File: src/rtl/seq_table_pkg.sv
// Shared constants and types for the sequencer table loader.
package seq_table_pkg;

    localparam int unsigned WORDS_PER_LINE = 4;

    typedef enum logic [1:0] {
        ST_IDLE,
        ST_START,
        ST_STREAM,
        ST_COMMIT
    } state_t;

    localparam logic [1:0] ERR_NONE  = 2'd0;
    localparam logic [1:0] ERR_LEN   = 2'd1;
    localparam logic [1:0] ERR_ABORT = 2'd2;

endpackage

File: src/rtl/wstb_pacer.sv
// Enforces a minimum idle gap between accepted words; allow_nxt says whether the next cycle may accept.
// Latency: combinational look-ahead of the registered gap counter. Backpressure: none, advisory only.
module wstb_pacer #(
    parameter int unsigned GAP = 0
) (
    input  logic clk_i,
    input  logic reset_n_i,
    input  logic clear,
    input  logic accept,
    output logic allow_nxt
);

    if (GAP > 15) begin : g_gap_check
        $error("wstb_pacer: GAP must be in 0..15");
    end

    localparam logic [3:0] GAP_W = 4'(GAP);

    logic [3:0] gap_q;
    logic [3:0] gap_d;

    // Clearing preloads the saturated value so the first word of a load is never delayed.
    always_comb begin
        gap_d = gap_q;
        if (clear) begin
            gap_d = GAP_W;
        end else if (accept) begin
            gap_d = '0;
        end else if (gap_q != GAP_W) begin
            gap_d = gap_q + 4'd1;
        end
    end

    assign allow_nxt = (gap_d == GAP_W);

    always_ff @(posedge clk_i or negedge reset_n_i) begin
        if (!reset_n_i) begin
            gap_q <= '0;
        end else begin
            gap_q <= gap_d;
        end
    end

endmodule

File: src/rtl/seq_table_loader.sv
// Pulls a sequencer table from a valid/ready word stream and drives the sequencer table-write port.
// Latency: TABLE_START 1 cycle after load_start_i; each accepted word strobes 1 cycle after accept.
// Backpressure: s_ready_o is paced by wstb_pacer and dropped after the final word; upstream may stall.
module seq_table_loader #(
    parameter int unsigned MAX_LINES      = 1024,
    parameter int unsigned WORDS_PER_LINE = seq_table_pkg::WORDS_PER_LINE,
    parameter int unsigned WSTB_GAP       = 0
) (
    input  logic        clk_i,
    input  logic        reset_n_i,
    input  logic        load_start_i,
    input  logic [15:0] load_lines_i,
    input  logic        abort_i,
    input  logic [31:0] s_data_i,
    input  logic        s_valid_i,
    output logic        s_ready_o,
    output logic        TABLE_START,
    output logic [31:0] TABLE_DATA,
    output logic        TABLE_WSTB,
    output logic [15:0] TABLE_LENGTH,
    output logic        TABLE_LENGTH_WSTB,
    output logic        busy_o,
    output logic        done_o,
    output logic [1:0]  err_code_o,
    output logic [15:0] words_o
);
    import seq_table_pkg::*;

    if (MAX_LINES * WORDS_PER_LINE > 65535) begin : g_len_check
        $error("seq_table_loader: MAX_LINES*WORDS_PER_LINE exceeds 16 bits");
    end

    state_t      state_q, state_d;
    logic [15:0] target_q, target_d;
    logic [15:0] words_q, words_d;
    logic [31:0] data_q, data_d;
    logic [15:0] len_q, len_d;
    logic [1:0]  err_q, err_d;
    logic        ready_q, ready_d;
    logic        start_q, start_d;
    logic        wstb_q, wstb_d;
    logic        len_wstb_q, len_wstb_d;
    logic        busy_q, busy_d;
    logic        done_q, done_d;

    logic        accept;
    logic        abort;
    logic        lines_ok;
    logic        allow_nxt;

    assign accept   = ready_q & s_valid_i;
    assign abort    = abort_i & (state_q != ST_IDLE);
    assign lines_ok = (load_lines_i != 16'd0) && (32'(load_lines_i) <= MAX_LINES);

    wstb_pacer #(
        .GAP (WSTB_GAP)
    ) u_pacer (
        .clk_i     (clk_i),
        .reset_n_i (reset_n_i),
        .clear     (state_q == ST_START),
        .accept    (accept),
        .allow_nxt (allow_nxt)
    );

    always_comb begin
        state_d    = state_q;
        target_d   = target_q;
        words_d    = words_q;
        data_d     = data_q;
        len_d      = len_q;
        err_d      = err_q;
        start_d    = 1'b0;
        wstb_d     = 1'b0;
        len_wstb_d = 1'b0;
        done_d     = 1'b0;

        unique case (state_q)
            ST_IDLE: begin
                if (load_start_i) begin
                    if (lines_ok) begin
                        target_d = 16'(load_lines_i * 16'(WORDS_PER_LINE));
                        words_d  = '0;
                        err_d    = ERR_NONE;
                        start_d  = 1'b1;
                        state_d  = ST_START;
                    end else begin
                        err_d = ERR_LEN;
                    end
                end
            end
            ST_START: begin
                state_d = ST_STREAM;
            end
            ST_STREAM: begin
                // words_q equals the accept count: it lags each accept by exactly the strobe delay.
                if (accept) begin
                    data_d  = s_data_i;
                    wstb_d  = 1'b1;
                    words_d = words_q + 16'd1;
                    if (words_q + 16'd1 == target_q) begin
                        state_d = ST_COMMIT;
                    end
                end
            end
            ST_COMMIT: begin
                len_d      = target_q;
                len_wstb_d = 1'b1;
                done_d     = 1'b1;
                state_d    = ST_IDLE;
            end
        endcase

        // Abort beats everything, including a coincident final accept or the commit itself.
        if (abort) begin
            state_d    = ST_IDLE;
            err_d      = ERR_ABORT;
            data_d     = data_q;
            words_d    = words_q;
            len_d      = len_q;
            start_d    = 1'b0;
            wstb_d     = 1'b0;
            len_wstb_d = 1'b0;
            done_d     = 1'b0;
        end

        busy_d  = (state_d != ST_IDLE) || ((state_q == ST_COMMIT) && !abort);
        ready_d = (state_d == ST_STREAM) && allow_nxt;
    end

    always_ff @(posedge clk_i or negedge reset_n_i) begin
        if (!reset_n_i) begin
            state_q    <= ST_IDLE;
            target_q   <= '0;
            words_q    <= '0;
            data_q     <= '0;
            len_q      <= '0;
            err_q      <= ERR_NONE;
            ready_q    <= 1'b0;
            start_q    <= 1'b0;
            wstb_q     <= 1'b0;
            len_wstb_q <= 1'b0;
            busy_q     <= 1'b0;
            done_q     <= 1'b0;
        end else begin
            state_q    <= state_d;
            target_q   <= target_d;
            words_q    <= words_d;
            data_q     <= data_d;
            len_q      <= len_d;
            err_q      <= err_d;
            ready_q    <= ready_d;
            start_q    <= start_d;
            wstb_q     <= wstb_d;
            len_wstb_q <= len_wstb_d;
            busy_q     <= busy_d;
            done_q     <= done_d;
        end
    end

    assign s_ready_o         = ready_q;
    assign TABLE_START       = start_q;
    assign TABLE_DATA        = data_q;
    assign TABLE_WSTB        = wstb_q;
    assign TABLE_LENGTH      = len_q;
    assign TABLE_LENGTH_WSTB = len_wstb_q;
    assign busy_o            = busy_q;
    assign done_o            = done_q;
    assign err_code_o        = err_q;
    assign words_o           = words_q;

endmodule
File: config.mk
export PLATFORM = sky130hd
export DESIGN_NAME = seq_table_loader
export DESIGN_NICKNAME = d
export VERILOG_FILES = /design/src/rtl/seq_table_pkg.sv /design/src/rtl/wstb_pacer.sv /design/src/rtl/seq_table_loader.sv
export SDC_FILE = /design/constraint.sdc
export NUM_CORES = 1
export LEC_CHECK = 0
export CORE_UTILIZATION = 48
export DETAILED_ROUTE_END_ITERATION = 8
export PLACE_DENSITY = 0.9
export SLEW_MARGIN = 20
export SYNTH_ARGS = -nofsm -noshare
export SYNTH_HDL_FRONTEND = slang
export SYNTH_SLANG_ARGS = --single-unit
File: constraint.sdc
create_clock -name clk_i -period 2.79 [get_ports clk_i]
set_input_delay 0.558 -clock clk_i [delete_from_list [all_inputs] [get_ports clk_i]]
set_output_delay 0.558 -clock clk_i [all_outputs]
set_load 0.05 [all_outputs]
==> metrics, run 1 <==
Wirelength per Cell=16.76 um; Hold Path Class=primary input to asynchronous set/reset pin; Synth Area per Inst=9.914 sq um; most instantiated cells after synthesis=nand2_1 (120), dfrtp_1 (89), mux2_2 (24); crit share post-route=90.80%; Pleak=0.002726 uW; fmax=394.8 MHz; Net count, final=623; worst vdd ir=442.6 uV; Total Power=3337 uW; CTS Root Cell=clkbuf_8; Worst EP required=3.04 ns; Setup CP Type=primary input to flop; outcome=finished with violations; GRT overflow=0; Starting Density=49.87%; die extent in x=97.65 um; TritonCTS clock tree=yes; Worst Path Max Fanout=3; adder and majority cell fraction of the synthesized area=2.279%; Worst R2R Setup Slack=0.33 ns; final WL=11.31 mm; max-slew violations=0; Placed Cells=659; layout cells sized above 1=11.11%; synthesis-to-layout area growth=34.02%; failing checks=DRC; DR vias=3,755; first-pass GRT wire length=18.77 mm; Crit path max-delay family=compound AO/OA/AOI/OAI gates; # hold bufs at CTS=0; WP buf/inv=2; n_diodes=0; Worst Tran Pin Value=0.5612 ns; dominant cells by area after synthesis=dfrtp_1 (51%), nand2_1 (10%), mux2_2 (6.2%), xnor2_1 (2.6%), ha_1 (2.3%); port bufs=122; worst reg2reg endpoint=s_ready_o$_DFF_PN0_; worst path cell trace=clkdlybuf4s50_1 -> nor4_2 -> buf_4 -> a31oi_1 -> o31a_1 -> a2111oi_0 -> o2111ai_1 -> and4_1; CP max-delay cell=clkdlybuf4s50_1; gr usage total=24.87%; Synth async-reset ratio=100.0%; Fin Setup TNS=0 ns; crit path to=s_ready_o$_DFF_PN0_; worst r2r src=words_o[0]$_DFFE_PN0P_; largest family of logic cells by synthesized area=simple AND/OR/NAND/NOR gates; largest net degree at the start of global routing=53; crit path from=load_lines_i[7]; Yosys top cell by area=dfrtp_1; CP Launch Type=primary input; setup bufs post-CTS=0; Synth Area in XOR/XNOR=3.789%; CP peak stage delay=0.44 ns; I/O pins=125; proportion of synthesized area in mux cells=6.382%; post-synthesis simple-gate area fraction=21.48%; EDFF count, synth=0; count leader, synth=nand2_1; Slew HR=62.58%; fin crit period=2.533 ns; Setup-failing EPs final=0; Clock Sinks=89; Syn. warnings=0; clock slew at reported path FFs=0.10 ns; Placer Congestion=0.9014; Final Hold Slack=0.1501 ns; Clock Latency Late Sink=0.36 ns; Core ar.=8806 sq um; Primary FF master, synth=dfrtp_1; DRC viols=10; Non-Filler Instances=675; CP endpoint kind=flop; sequential fraction of the synthesis area=50.71%; Fin. Hold Viols=0; Syn Inst Count=443; Vias/cell=5.563; Resized cells post-CTS=0; max cap viols=0; die area=9536 sq um; count of different cell masters after synthesis=57; unrepaired setup endpoints after global routing=no; CP Depth=8; maximum clock path buffer count=2; Detail Placement HPWL=8.342 mm; clock skew=0.01482 ns; crit path DAT=2.79 ns; number of global-route vias before repair=3,830; R2R depth=7; Yosys reg bits=89; Chip Height=97.65 um; First-pass DRT Iterations=7; initial antenna violation count=0; cts bufs inserted=9; top-area cell type share of the netlist area=50.71%; DRT iter0 DRCs=264; Post-Synthesis Cell Area=4392 sq um; CTS HTree Levels=3; antenna-violating nets left=0; power per standard cell area=566.9 nW/um^2; FP Rows=34; Compound-Gate Fraction of Synth Area=11.20%
[flip-flops by register name, indices dropped and copies added, names as in the netlist]
register,flops
TABLE_WSTB,1
state_q,2
u_pacer.gap_q,4
done_o,1
err_code_o,2
TABLE_START,1
busy_o,1
s_ready_o,1
TABLE_LENGTH,14
target_q,14
TABLE_DATA,32
words_o,16
[worst reg2reg max path: stages (launching register included)]
cell and delay (ns):
dfrtp_1 0.51, ha_1 0.32, nand3_1 0.17, nor4_1 0.41, xnor2_1 0.09, a2111oi_0 0.31, o2111ai_1 0.29, and4_1 0.26
[report_power, final]
part / internal (uW) / total, uW / switching, uW
Sequential: 1410 / 1530 / 118
Clock: 369 / 876 / 507
Combinational: 398 / 930 / 532
[final cells by class]
class,count,area (sq um)
Multi-Input combinational cell,320,1989
Timing Repair Buffer,131,1299
Clock inverter,6,55.05
Inverter,11,42.54
Clock buffer,10,137.6
Fill cell,633,2920
Sequential cell,89,2227
Tap cell,108,135.1
[cells in the final DEF (no fill, tap or decap), types with 4 or more instances in the layout]
master,netlist,routed
and2_1,11,11
inv_1,10,10
o21a_1,6,6
xnor2_1,13,13
dfrtp_1,89,89
xor2_1,6,6
o21ai_1,6,6
nor2_1,13,13
a21oi_1,7,7
inv_6,0,4
nand4_1,5,5
o21ai_2,4,4
nand3_1,12,12
clkbuf_8,0,10
o21ai_0,10,10
o31ai_1,7,7
clkdlybuf4s50_1,0,121
mux2_2,24,24
nand2b_1,6,6
nor2b_1,6,6
and4_1,5,5
nand2_1,120,120
nor3_1,6,6
buf_4,4,9
ha_1,8,8
[how the worst min path moves through the flow]
stage	from	cells after the start	slack [ns]	end
floorplan	reset_n_i	0	0.26	TABLE_DATA[0]$_DFFE_PN0P_
global placement	TABLE_DATA[30]$_DFFE_PN0P_	2	0.46	TABLE_DATA[30]$_DFFE_PN0P_
detailed placement	TABLE_DATA[15]$_DFFE_PN0P_	2	0.46	TABLE_DATA[15]$_DFFE_PN0P_
CTS	reset_n_i	1	0.16	TABLE_DATA[18]$_DFFE_PN0P_
global route	reset_n_i	1	0.18	target_q[11]$_DFFE_PN0P_
finish	reset_n_i	1	0.15	TABLE_DATA[21]$_DFFE_PN0P_
[metal layers]
layer / up-vias / global-route usage [%] / routed length [um]
met2: 171 / 41.84 / 5471
met5: - / 0 / 0
li1: 1757 / - / -
met1: 1801 / 29.93 / 4576
met3: 26 / 8.058 / 1005
met4: 0 / 8.741 / 259
[logic make-up (layout without fill, tap and decap cells)]
family,count (synthesis),in the layout
AOI/OAI and AO/OA,65,65
xor gates and xnor gates,19,19
adders and majority gates,8,8
buffers and inverters,35,158
DFF,89,89
muxes,25,25
other,1,2
and+or+nand+nor,201,201
[metrics by stage]
stage	util, %	area, sq um	setup slack [ns]
floorplan	-	4395	0.4747
global placement	64.65	5693	0.01848
detailed placement	64.65	5693	-0.06972
CTS	66.84	5886	0.2688
global route	66.84	5886	0.1368
finish	66.84	5886	0.2568
(Power assumes the default switching activity.)
==> inputs of run 2 (changes only) <==
--- a/config.mk
+++ b/config.mk
@@ -5,9 +5,11 @@
 export SDC_FILE = /design/constraint.sdc
 export NUM_CORES = 1
 export LEC_CHECK = 0
-export CORE_UTILIZATION = 48
+export CORE_UTILIZATION = 30
+export CTS_BUF_LIST = sky130_fd_sc_hd__clkbuf_2 sky130_fd_sc_hd__clkbuf_4 sky130_fd_sc_hd__clkbuf_8
 export DETAILED_ROUTE_END_ITERATION = 8
-export PLACE_DENSITY = 0.9
+export PLACE_DENSITY = 0.65
+export SETUP_SLACK_MARGIN = 0.3
 export SLEW_MARGIN = 20
 export SYNTH_ARGS = -nofsm -noshare
 export SYNTH_HDL_FRONTEND = slang
==> run 2 against run 1 <==
Net effect: clock skew shrank 0.0042 ns; register-to-register slack gained 0.18 ns; final cell count grew 11%; combinational power grew 0.8%; critical endpoint is now words_o[4]; routed wire length grew 2.3%; the run now ends clean; core utilization shrank 24 points; sequential power is essentially flat; non-clock buffer count grew 2; sequential share of layout area shrank 1.2 points; critical path depth shrank 7; die area grew 59%; clock power grew 5.7%.
==> metrics, run 2 (synthesized netlist as in run 1, its figures left out) <==
CTS Root Cell=clkbuf_8; Placer Congestion=0.8978; Worst Path Max Fanout=11; Clock Latency Late Sink=0.37 ns; Wirelength per Cell=15.43 um; post-layout util=43.17%; WP buf/inv=1; Hold Path Class=primary input to asynchronous set/reset pin; Chip Height=123.0 um; max cap viols=0; TritonCTS clock tree=yes; Core ar.=14,100 sq um; DRC viols=0; worst vdd ir=230.9 uV; power per standard cell area=557.1 nW/um^2; R2R depth=7; Worst EP required=2.23 ns; largest net degree at the start of global routing=46; # hold bufs at CTS=0; Slew HR=52.63%; Starting Density=31.16%; clock skew=0.01062 ns; Pint=2250 uW; Crit path max-delay family=buffers and inverters; Setup CP Type=flop to primary output; initial antenna violation count=0; maximum clock path buffer count=2; Worst Tran Pin Value=0.7079 ns; crit path DAT=1.84 ns; worst r2r src=words_o[0]$_DFFE_PN0P_; unrepaired setup endpoints after global routing=no; CP peak stage delay=0.89 ns; gr usage total=16.16%; worst path cell trace=clkdlybuf4s50_1; layout cells sized above 1=13.16%; Detail Placement HPWL=8.567 mm; First-pass DRT Iterations=5; max-slew violations=0; crit share post-route=85.98%; outcome=finished, final reports clean; worst reg2reg endpoint=s_ready_o$_DFF_PN0_; Setup-failing EPs final=0; antenna-violating nets left=0; DRT iter0 DRCs=174; GRT overflow=0; final WL=11.57 mm; switch share=33.65%; fmax=416.9 MHz; FP Rows=43; I/O pins=125; Psw=1141 uW; Fin Setup TNS=0 ns; Net count, final=626; max reg flops=32; CP max-delay cell=clkdlybuf4s50_1; Flop pwr share=45.1%; Pleak=0.002773 uW; Comb pwr share=27.6%; synthesis-to-layout area growth=38.58%; Fin. Hold Viols=0; Worst R2R Setup Slack=0.51 ns; Final WS setup=0.3913 ns; number of global-route vias before repair=3,820; die extent in x=123.0 um; pre-CTS setup slack=-0.1264 ns; n_diodes=0; CTS HTree Levels=3; DR vias=3,740; Clk pwr share=27.3%; Clock Sinks=89; fin crit period=2.399 ns; port bufs=122; die area=15,130 sq um; CP Launch Type=flop; clock slew at reported path FFs=0.09 ns; Vias/cell=4.987; cts bufs inserted=9; most frequent cells in the layout=nand2_1 (120), clkdlybuf4s50_1 (120), dfrtp_1 (87); first-pass GRT wire length=19.13 mm; CP endpoint kind=primary output
[run 2: area by class of cell]
type	instances	area (sq um)
Fill cell	1373	8010
Sequential cell	89	2230
Multi-Input combinational cell	321	2068
Timing Repair Buffer	133	1316
Tap cell	180	225.2
Clock buffer	10	131.4
Clock inverter	6	72.57
Inverter	11	42.54
[run 2: worst max-delay path by stage]
stage / start / to / slack (ns) / cells past startpoint
finish: words_o[4]$_DFFE_PN0P_ / words_o[4] / 0.39 / 1
CTS: load_lines_i[1] / words_o[6]$_DFFE_PN0P_ / 0.30 / 7
detailed placement: load_lines_i[1] / words_o[6]$_DFFE_PN0P_ / -0.13 / 7
global placement: load_lines_i[7] / words_o[6]$_DFFE_PN0P_ / -0.05 / 7
global route: load_lines_i[2] / s_ready_o$_DFF_PN0_ / 0.30 / 7
floorplan: words_o[0]$_DFFE_PN0P_ / s_ready_o$_DFF_PN0_ / 0.47 / 7
[run 2: power groups by stage]
stage | registers, uW | logic [uW] | clock network [uW]
floorplan | 1720 | 402 | 0
global placement | 1550 | 901 | 0
detailed placement | 1560 | 922 | 0
CTS | 1530 | 929 | 960
global route | 1550 | 1020 | 1010
finish | 1530 | 937 | 926
[run 2: layer usage]
| layer | wire length (um) | track usage, % | part of all wire [%] |
|---|---|---|---|
| met2 | 5191 | 24.75 | 45 |
| met1 | 5058 | 20.69 | 44 |
| met5 | 0 | 0 | 0 |
| met3 | 1105 | 6.319 | 9.5 |
| met4 | 216 | 5.648 | 1.9 |
[run 2: repair_timing]
item,CTS,global route
pin swaps,0,3
gates cloned,0,1
setup buffers,0,0
gates resized for setup,2,15
setup endpoints to repair,1,16
hold endpoints to repair,0,0
[run 2: through the flow]
stage	cell area (sq um)	instances	total power, uW	hold WS [ns]
4_1_cts	6020	749	3420	0.1966
3_5_place_dp	5798	733	2477	0.4638
5_1_grt	6086	750	3583	0.2135
6_report	6086	750	3390	0.1855
3_3_place_gp	5798	733	2447	0.4577
2_1_floorplan	4395	444	2119	0.2624
==> inputs of run 3 (changes only) <==
--- a/config.mk
+++ b/config.mk
@@ -5,12 +5,15 @@
 export SDC_FILE = /design/constraint.sdc
 export NUM_CORES = 1
 export LEC_CHECK = 0
+export CELL_PAD_IN_SITES_DETAIL_PLACEMENT = 0
+export CELL_PAD_IN_SITES_GLOBAL_PLACEMENT = 1
 export CORE_UTILIZATION = 30
 export CTS_BUF_LIST = sky130_fd_sc_hd__clkbuf_2 sky130_fd_sc_hd__clkbuf_4 sky130_fd_sc_hd__clkbuf_8
 export DETAILED_ROUTE_END_ITERATION = 8
-export PLACE_DENSITY = 0.65
+export PLACE_DENSITY = 0.79
 export SETUP_SLACK_MARGIN = 0.3
 export SLEW_MARGIN = 20
 export SYNTH_ARGS = -nofsm -noshare
 export SYNTH_HDL_FRONTEND = slang
+export SYNTH_HIERARCHICAL = 1
 export SYNTH_SLANG_ARGS = --single-unit
==> run 3 against run 2 <==
Net effect: final cell count rose by 4.3%; area after synthesis rose by 1.6%; highest routed layer unchanged; power rose by 21%; synthesized cell count rose by 7.0%; sequential power rose by 14%; worst hold slack got worse by 0.010 ns; via count rose by 2.9%; critical endpoint is now words_o[9]; routed wire length rose by 5.9%; critical path depth did not move; cell area rose by 0.84%; global-route usage rose by 0.88 points.
==> metrics, run 3 <==
maximum clock path buffer count=2; count leader, synth=nand2_1; die area=15,360 sq um; CP max-delay cell=clkdlybuf4s50_1; outcome=finished, final reports clean; I/O pins=125; count of different cell masters after synthesis=60; Core ar.=14,530 sq um; DRC viols=0; Pleak=0.002799 uW; Fin Setup TNS=0 ns; Clock Sinks=89; Setup CP Type=flop to primary output; FP Rows=44; worst reg2reg endpoint=s_ready_o$_DFF_PN0_; most frequent cells in the layout=nand2_1 (163), clkdlybuf4s50_1 (120), dfrtp_1 (86); pre-CTS setup slack=0.05375 ns; clock slew at reported path FFs=0.09 ns; GRT overflow=0; Clock Latency Late Sink=0.37 ns; worst r2r src=words_o[0]$_DFFE_PN0P_; CP Launch Type=flop; # hold bufs at CTS=0; max cap viols=0; Wirelength per Cell=15.66 um; gr usage total=17.04%; Synth Area per Inst=9.410 sq um; power per standard cell area=667.2 nW/um^2; Hold Path Class=primary input to asynchronous set/reset pin; R2R depth=7; layout cells sized above 1=11.04%; crit share post-route=85.41%; port bufs=122; commonest non-fill, non-tap cell in the layout=nand2_1; Placer Congestion=0.8254; DRT iter0 DRCs=240; Synth async-reset ratio=100.0%; First-pass DRT Iterations=4; Detail Placement HPWL=8.971 mm; worst vdd ir=293.3 uV; CTS Root Cell=clkbuf_8; sequential fraction of the synthesis area=49.93%; Worst Tran Pin Value=0.5679 ns; n_diodes=0; Syn. warnings=6; Syn Inst Count=474; die extent in x=123.9 um; Worst EP required=2.23 ns; Primary FF master, synth=dfrtp_1; Post-Synthesis Cell Area=4461 sq um; final WL=12.25 mm; Worst R2R Setup Slack=0.45 ns; Net count, final=654; CP endpoint kind=primary output; fin crit period=2.383 ns; Setup-failing EPs final=0; worst path cell trace=clkdlybuf4s50_1; max reg flops=32; cts bufs inserted=9; unrepaired setup endpoints after global routing=no; DR vias=3,848; CTS HTree Levels=3; initial antenna violation count=0; Worst Path Max Fanout=12; Chip Height=123.9 um; Yosys top cell by area=dfrtp_1; dominant cells by area after synthesis=dfrtp_1 (50%), nand2_1 (14%), mux2_2 (3.5%), ha_1 (2.2%), xnor2_1 (2.2%); fin area=6137 sq um; Yosys reg bits=89; most instantiated cells after synthesis=nand2_1 (163), dfrtp_1 (89), clkbuf_1 (14), mux2_2 (14); largest net degree at the start of global routing=51; TritonCTS clock tree=yes; Slew HR=62.14%; fmax=419.7 MHz; clock skew=0.01439 ns; Final WS setup=0.4071 ns; Crit path max-delay family=buffers and inverters; CP peak stage delay=0.88 ns; Total Power=4095 uW; number of global-route vias before repair=3,808; first-pass GRT wire length=19.96 mm; EDFF count, synth=0; synthesis-to-layout area growth=37.59%; Starting Density=30.69%; antenna-violating nets left=0; crit path DAT=1.82 ns; WP buf/inv=1; top-area cell type share of the netlist area=49.93%; max-slew violations=0; placed instance area=5899 sq um; Fin. Hold Viols=0; Vias/cell=4.921
==> run 3: changes by cell type after synthesis, sizes merged, moves of 5 or more <==
cell	before	now
nand2	120	163
and2	11	4
o21a	6	1
mux2	24	14
clkbuf	9	14
o41ai	5	0
o21ai	20	12
nand4b	1	7
o211ai	1	6
==> run 3: logic make-up (layout without fill, tap and decap cells) <==
| group | Yosys count | after routing | synth area share (%) |
|---|---|---|---|
| other cells | 1 | 2 | 0.08407 |
| fa+ha+maj | 8 | 8 | 2.244 |
| buf+inv | 41 | 164 | 4.123 |
| compound gates | 58 | 58 | 9.902 |
| mux | 15 | 15 | 3.759 |
| flops | 89 | 89 | 49.93 |
| simple gates | 243 | 243 | 25.89 |
| xor+xnor | 19 | 19 | 4.067 |
==> run 3: what timing repair did <==
action,CTS,global route
buffers inserted,0,1
resized for setup,2,5
endpoints found under the setup margin,2,1
==> run 3: power by group <==
part | switching (uW) | internal, uW | total (uW) | leakage, uW
clock network | 466 | 445 | 912 | 0.0000987
registers | 277 | 1460 | 1740 | 0.00118
logic | 847 | 600 | 1450 | 0.00152
total | 1590 | 2510 | 4090 | 0.00280
==> run 3: routing by layer <==
metal,global-route usage [%],wire (um),up-vias
met1,21.51,5354,1867
met3,6.273,960,12
li1,-,-,1852
met2,27.22,5803,117
met4,4.911,131,0
met5,0,0,-
==> run 3: metrics by stage <==
step	hold WS (ns)	cells	utilization, %
global route	0.1976	782	42.23
detailed placement	0.4640	765	40.59
global placement	0.4563	765	40.59
floorplan	0.2624	475	-
CTS	0.1678	781	41.98
finish	0.1755	782	42.23
==> run 3: final cells by class <==
type	instances	area [sq um]
timing repair buffer	136	1348
fill	1472	8397
tap	184	230.2
multi-input combinational	345	2083
inverter	12	45.04
clock buffer	11	145.1
sequential	89	2231
clock inverter	5	55.05
==> run 3: worst max-delay path by stage <==
stage,from,to,slack (ns),cells past startpoint
after floorplan,words_o[2]$_DFFE_PN0P_,s_ready_o$_DFF_PN0_,0.42,7
after global placement,load_lines_i[7],words_o[8]$_DFFE_PN0P_,0.07,7
after detailed placement,load_lines_i[7],words_o[8]$_DFFE_PN0P_,0.05,7
after CTS,words_o[0]$_DFFE_PN0P_,s_ready_o$_DFF_PN0_,0.30,7
after global routing,words_o[3]$_DFFE_PN0P_,s_ready_o$_DFF_PN0_,0.30,6
final,words_o[9]$_DFFE_PN0P_,words_o[9],0.41,1
